<file path="config.mk">
export PLATFORM = sky130hd
export DESIGN_NAME = if_id_stage
export DESIGN_NICKNAME = d
export VERILOG_FILES = /design/src/rtl/pipeline_pkg.sv /design/src/rtl/hazard_detect.sv /design/src/rtl/if_id_stage.sv
export SDC_FILE = /design/constraint.sdc
export NUM_CORES = 1
export LEC_CHECK = 0
export BUFFER_PORTS_ARGS = -buffer_cell sky130_fd_sc_hd__buf_2
export CAP_MARGIN = 30
export CORE_MARGIN = 3
export CORE_UTILIZATION = 30
export DETAILED_ROUTE_END_ITERATION = 7
export GPL_TIMING_DRIVEN = 0
export PLACE_DENSITY = 0.54
export SYNTH_ARGS = -nofsm -noshare
export SYNTH_HDL_FRONTEND = slang
export SYNTH_SLANG_ARGS = --single-unit
</file>
<file path="constraint.sdc">
create_clock -name clk -period 2.6 [get_ports clk]
set_input_delay 0.26 -clock clk [delete_from_list [all_inputs] [get_ports clk]]
set_output_delay 0.26 -clock clk [all_outputs]
set_load 0.03 [all_outputs]
</file>
<file path="src/rtl/pipeline_pkg.sv">
// Shared definitions for the IF/ID pipeline register: instruction field
// positions, the NOP encoding and the stall FSM state type.
package pipeline_pkg;

    localparam logic [31:0] NOP_INSTR = 32'h0;
    localparam int          RS_MSB    = 25;
    localparam int          RS_LSB    = 21;
    localparam int          RT_MSB    = 20;
    localparam int          RT_LSB    = 16;
    localparam logic [4:0]  REG_ZERO  = 5'd0;

    typedef enum logic {
        RUN   = 1'b0,
        STALL = 1'b1
    } fsm_state_t;

endpackage

</file>
<file path="src/rtl/hazard_detect.sv">
// Load-use hazard detection between the instruction in ID and a load in EX.
// Both source fields are compared regardless of opcode.
module hazard_detect
    import pipeline_pkg::*;
(
    input  logic       valid,
    input  logic       idex_mem_read,
    input  logic [4:0] idex_reg_rt,
    input  logic [4:0] rs,
    input  logic [4:0] rt,
    output logic       hazard
);

    // Writes to $zero never produce a value, so they cannot cause a hazard.
    assign hazard = valid && idex_mem_read && (idex_reg_rt != REG_ZERO) &&
                    ((idex_reg_rt == rs) || (idex_reg_rt == rt));

endmodule

</file>
<file path="src/rtl/if_id_stage.sv">
// IF/ID pipeline register with load-use stall, redirect flush and
// saturating stall/flush event counters.
module if_id_stage
    import pipeline_pkg::*;
#(
    parameter int DATA_W = 32,
    parameter int CNT_W  = 16
) (
    input  logic              clk,
    input  logic              rst,
    input  logic [DATA_W-1:0] instr_in,
    input  logic [DATA_W-1:0] pc_plus_4_in,
    input  logic              flush,
    input  logic              idex_mem_read,
    input  logic [4:0]        idex_reg_rt,
    output logic [DATA_W-1:0] instr_out,
    output logic [DATA_W-1:0] pc_plus_4_out,
    output logic              valid_out,
    output logic              pc_write,
    output logic              ctrl_zero,
    output logic [CNT_W-1:0]  stall_cnt,
    output logic [CNT_W-1:0]  flush_cnt
);

    fsm_state_t state;
    logic       hazard;
    logic       stall_now;

    function automatic logic [CNT_W-1:0] sat_inc(input logic [CNT_W-1:0] v);
        return (&v) ? v : v + 1'b1;
    endfunction

    hazard_detect u_hazard_detect (
        .valid         (valid_out),
        .idex_mem_read (idex_mem_read),
        .idex_reg_rt   (idex_reg_rt),
        .rs            (instr_out[RS_MSB:RS_LSB]),
        .rt            (instr_out[RT_MSB:RT_LSB]),
        .hazard        (hazard)
    );

    // Flush and reset both override a pending hazard.
    assign stall_now = hazard && !flush && !rst;
    assign pc_write  = !stall_now;
    assign ctrl_zero = stall_now;

    always_ff @(posedge clk) begin
        if (rst) begin
            instr_out     <= '0;
            pc_plus_4_out <= '0;
            valid_out     <= 1'b0;
            stall_cnt     <= '0;
            flush_cnt     <= '0;
            state         <= RUN;
        end else if (flush) begin
            instr_out     <= DATA_W'(NOP_INSTR);
            pc_plus_4_out <= pc_plus_4_in;
            valid_out     <= 1'b0;
            flush_cnt     <= sat_inc(flush_cnt);
            state         <= RUN;
        end else if (hazard) begin
            // A repeated hazard while already stalled simply stalls again.
            stall_cnt     <= sat_inc(stall_cnt);
            state         <= STALL;
        end else begin
            instr_out     <= instr_in;
            pc_plus_4_out <= pc_plus_4_in;
            valid_out     <= 1'b1;
            if (state == STALL) begin
                state <= RUN;
            end
        end
    end

endmodule

</file>
==> run_summary.xml <==
<?xml version="1.0" encoding="UTF-8"?>
<metrics>
  <group name="global_routing">
    <metric name="global_route.overflow_total" unit="">0</metric>
    <metric name="first_global_vias" unit="">4147</metric>
    <metric name="grt_max_degree" unit="">16</metric>
    <metric name="grt_antenna_before_repair" unit="">0</metric>
    <metric name="grt_first_pass_wirelength" unit="µm">20670</metric>
    <metric name="gr-usage-all-layers" unit="%">15.43</metric>
  </group>
  <group name="floorplan">
    <metric name="floorplan.initialDensity" unit="%">30.85</metric>
    <metric name="core_area" unit="mm²">0.01459</metric>
    <metric name="die-area" unit="mm²">0.01651</metric>
    <metric name="ios" unit="">172</metric>
    <metric name="floorplan.die.width" unit="µm">128.5</metric>
    <metric name="die-height" unit="µm">128.5</metric>
    <metric name="num_rows" unit="">44</metric>
  </group>
  <group name="power_and_ir_drop">
    <metric name="share_of_power_burned_in_combinational_logic" unit="%">12.1</metric>
    <metric name="switching_share" unit="%">25.10</metric>
    <metric name="max-vdd-ir-drop" unit="V">0.0002612</metric>
    <metric name="p_leak" unit="nW">2.393</metric>
    <metric name="p_clk_share" unit="%">42.4</metric>
    <metric name="share_seq_of_total_power" unit="%">45.6</metric>
    <metric name="cellInternalPower" unit="W">0.002582</metric>
    <metric name="p_per_area" unit="mW/mm²">581.5</metric>
    <metric name="total_switching_power" unit="W">0.0008651</metric>
  </group>
  <group name="synth">
    <metric name="syn-mean-instance-area" unit="µm²">8.983</metric>
    <metric name="synth-edff-count" unit="">0</metric>
    <metric name="yosys.area.top_type" unit="">sky130_fd_sc_hd__dfxtp_1</metric>
    <metric name="seq_area_frac_synth" unit="%">43.15</metric>
    <metric name="ys_ff_latch" unit="">97</metric>
    <metric name="postSynth.topFlopCell" unit="">sky130_fd_sc_hd__dfxtp_1</metric>
    <metric name="synth_cell_types" unit="">39</metric>
    <metric name="synth_area" unit="mm²">0.004501</metric>
    <metric name="synth_top_area_share" unit="%">43.15</metric>
    <metric name="total_nets_after_synthesis" unit="">576</metric>
    <metric name="cells_after_synthesis" unit="">501</metric>
    <metric name="async_flop_share" unit="%">0</metric>
    <metric name="yosys_warnings" unit="">0</metric>
    <metric name="synth.top_cells.by_area" unit="">sky130_fd_sc_hd__dfxtp_1 (43%), sky130_fd_sc_hd__nand2b_1 (8.9%), sky130_fd_sc_hd__mux2i_1 (7.3%)</metric>
  </group>
  <group name="worst_setup_path">
    <metric name="worst-path-stages" unit="">7</metric>
    <metric name="worst-r2r-setup-slack" unit="ns">0.39</metric>
    <metric name="critical_path.most_common_cell" unit="">sky130_fd_sc_hd__buf_2</metric>
    <metric name="category_of_cells_accounting_for_the_largest_share_of_critical_path_delay" unit="">buffers and inverters</metric>
    <metric name="ff_to_ff_path_depth" unit="">6</metric>
    <metric name="crit_slowest_cell" unit="">sky130_fd_sc_hd__clkbuf_1</metric>
    <metric name="setup_cp_type" unit="">reg2out</metric>
    <metric name="worst-path-buf-inv" unit="">4</metric>
    <metric name="critPathCaptureType" unit="">primary output</metric>
    <metric name="crit-reg2reg-launch" unit="">instr_out[25]</metric>
    <metric name="critPathRequiredTime" unit="ns">2.34</metric>
    <metric name="crit-reg2reg-capture" unit="">pc_plus_4_out[19]</metric>
    <metric name="cells_along_the_critical_path" unit="">nand2_1 &gt; a21oi_1 &gt; buf_2 &gt; clkbuf_1 &gt; nand3_1 &gt; inv_1 &gt; buf_2</metric>
    <metric name="cp.arrival" unit="ns">2.13</metric>
    <metric name="category_of_the_worst_setup_path_launch_point" unit="">flip-flop</metric>
    <metric name="cp_slowest_stage_delay" unit="ns">0.37</metric>
    <metric name="setup.worst_path.start" unit="">valid_out</metric>
    <metric name="critical_path_peak_fanout" unit="">10</metric>
    <metric name="worst_setup_path_endpoint" unit="">ctrl_zero</metric>
  </group>
  <group name="clock_network">
    <metric name="clkLatencyLatePin" unit="ns">0.34</metric>
    <metric name="cts_inserted_buffers" unit="">9</metric>
    <metric name="clock_tree_from_tritoncts" unit="">yes</metric>
    <metric name="clock-root-buffer" unit="">sky130_fd_sc_hd__clkbuf_16</metric>
    <metric name="clock_tree.buffer_depth" unit="">2</metric>
    <metric name="cts.htree.levels" unit="">3</metric>
    <metric name="clkSinkCount" unit="">97</metric>
    <metric name="clkSlewWorstSetupHoldPaths" unit="ns">0.07</metric>
  </group>
  <group name="route">
    <metric name="via_count" unit="">4318</metric>
    <metric name="first_pass_iters" unit="">4</metric>
    <metric name="routed_wl" unit="µm">13110</metric>
    <metric name="wire_per_inst" unit="µm">15.06</metric>
    <metric name="initialDrtViolationCount" unit="">144</metric>
    <metric name="post_drt_via_cell_ratio" unit="">4.958</metric>
    <metric name="route.detailed.drc" unit="">0</metric>
    <metric name="drtAntennaViolNets" unit="">0</metric>
  </group>
  <group name="final_layout">
    <metric name="insertedDiodeCount" unit="">0</metric>
    <metric name="final_net_count" unit="">757</metric>
    <metric name="flow.area_growth_from_synthesis" unit="%">31.69</metric>
    <metric name="drive_above_1_share" unit="%">29.55</metric>
    <metric name="nFillCells" unit="">1507</metric>
  </group>
  <group name="sta">
    <metric name="final_hold_viol_count" unit="">0</metric>
    <metric name="unrepaired_setup_endpoints_after_global_routing" unit="">no</metric>
    <metric name="highest_clock_frequency_the_design_can_meet" unit="MHz">418.6</metric>
    <metric name="timing.slew.headroom" unit="%">49.80</metric>
    <metric name="min_period" unit="ns">2.389</metric>
    <metric name="finalSetupViolations" unit="">0</metric>
    <metric name="final.period_utilization" unit="%">91.89</metric>
    <metric name="hold_ws" unit="ns">0.1722</metric>
    <metric name="tightest_slew" unit="ns">0.7341</metric>
    <metric name="tns" unit="ns">0</metric>
    <metric name="timing.final.max_slew_violations" unit="">0</metric>
    <metric name="clock_skew" unit="ns">0.004376</metric>
  </group>
  <group name="placed_design">
    <metric name="placer_congestion" unit="">0.8029</metric>
    <metric name="post-dp-hpwl" unit="µm">10060</metric>
    <metric name="port_buffers" unit="">170</metric>
  </group>
  <group name="min_path">
    <metric name="hold_path.class" unit="">in2reg</metric>
  </group>
  <group name="flow_run">
    <metric name="cap_viol_max_count" unit="">0</metric>
  </group>
  <group name="run_status">
    <metric name="run_status" unit="">finished clean</metric>
  </group>
</metrics>
## layout by cell type (no fill, tap or decap), types with 12 or more instances in the layout
master	instances
sky130_fd_sc_hd__buf_2	177
sky130_fd_sc_hd__dfxtp_1	97
sky130_fd_sc_hd__nand2b_1	64
sky130_fd_sc_hd__nand3_1	47
sky130_fd_sc_hd__o21ai_0	37
sky130_fd_sc_hd__mux2i_1	33
sky130_fd_sc_hd__a21boi_0	30
sky130_fd_sc_hd__clkbuf_1	24
sky130_fd_sc_hd__nor2_1	23
sky130_fd_sc_hd__a21oi_1	17
sky130_fd_sc_hd__nand2_1	15
sky130_fd_sc_hd__xor2_1	15
sky130_fd_sc_hd__o31ai_1	13
sky130_fd_sc_hd__or4_1	12
## logic make-up after synthesis
family / share of synthesized area, %
adder cells (fa/ha/maj): 0.5559
buffers and inverters: 3.475
AND/OR/NAND/NOR: 24.13
XOR/XNOR: 4.865
flip-flops: 43.15
AO/OA/AOI/OAI: 15.99
multiplexers: 7.840
## flip-flops by register name, summed over array words and instances (netlist names)
register       flops
pc_plus_4_out     32
valid_out          1
instr_out         32
flush_cnt         16
stall_cnt         16
## metrics by stage
stage               cells  utilization (%)  instance area, µm²  total power, W  setup WS (ns)
CTS                   871            40.57                5918        0.003497         0.1088
global placement      855            38.26                5582        0.002012         0.2540
finish                871            40.63                5927        0.003447         0.2109
detailed placement    855            38.26                5582        0.002020         0.2504
floorplan             501                -                4501        0.001856         0.2140
global route          871            40.63                5927        0.003603        0.02585
## layer usage
metal,GRT usage (%),wire [µm],up-vias
met5,0,0,-
met4,5.805,213,0
met3,2.574,640,15
met2,26.79,6363,108
met1,19.14,5896,2046
li1,-,-,2149
## Yosys cell counts (all sizes together) (2+ instances only)
cell type	count
nand3	47
nand2b	64
xor2	15
clkbuf	26
a21oi	17
mux2	2
buf	9
ha	2
o211ai	3
mux2i	33
and4	5
and3	7
o2111ai	2
nor2	23
nor3	3
dfxtp	97
or4	12
inv	4
a21boi	32
nand4	11
o21ai	38
o31ai	13
xnor2	10
or3	2
nand2	15
a2111oi	2
## layout make-up
cell class,instances,area [µm²],share of cell area (%)
clock buffer,11,252.7,4.264
timing repair buffer,170,850.8,14.36
tap,184,230.2,3.884
multi-input combinational,365,2416,40.76
clock inverter,5,77.57,1.309
sequential,97,1942,32.76
inverter,4,15.01,0.2533
buffer,35,142.6,2.407
## timing repair
item | 4_1_cts | 5_1_grt
setup buffers | 0 | 0
setup endpoints to repair | 2 | 2
hold endpoints to repair | 0 | 0
resized for setup | 1 | 3
hold buffers | 0 | 0
## tightest hold or removal path, cell delays in order
cell	delay, ns
sky130_fd_sc_hd__buf_2	0.10
sky130_fd_sc_hd__nand2b_1	0.05
sky130_fd_sc_hd__mux2i_1	0.05
## worst min path at each step
stage	depth (start not counted)	startpoint	slack, ns	end
after floorplan	2	pc_plus_4_in[0]	0.41	pc_plus_4_out[0]
after global placement	2	instr_out[30]	0.45	instr_out[30]
after detailed placement	2	instr_out[30]	0.46	instr_out[30]
after CTS	3	pc_plus_4_in[1]	0.16	pc_plus_4_out[1]
after global routing	3	pc_plus_4_in[1]	0.16	pc_plus_4_out[1]
final	3	pc_plus_4_in[2]	0.17	pc_plus_4_out[2]
## power groups by stage
stage               clock network [W]  registers [W]  logic, W
floorplan                           0        0.00170  0.000153
detailed placement                  0        0.00160  0.000416
global placement                    0        0.00160  0.000411
global route                  0.00157        0.00158  0.000454
CTS                           0.00151        0.00157  0.000419
finish                        0.00146        0.00157  0.000416
Power figures use the tool's default switching activity.
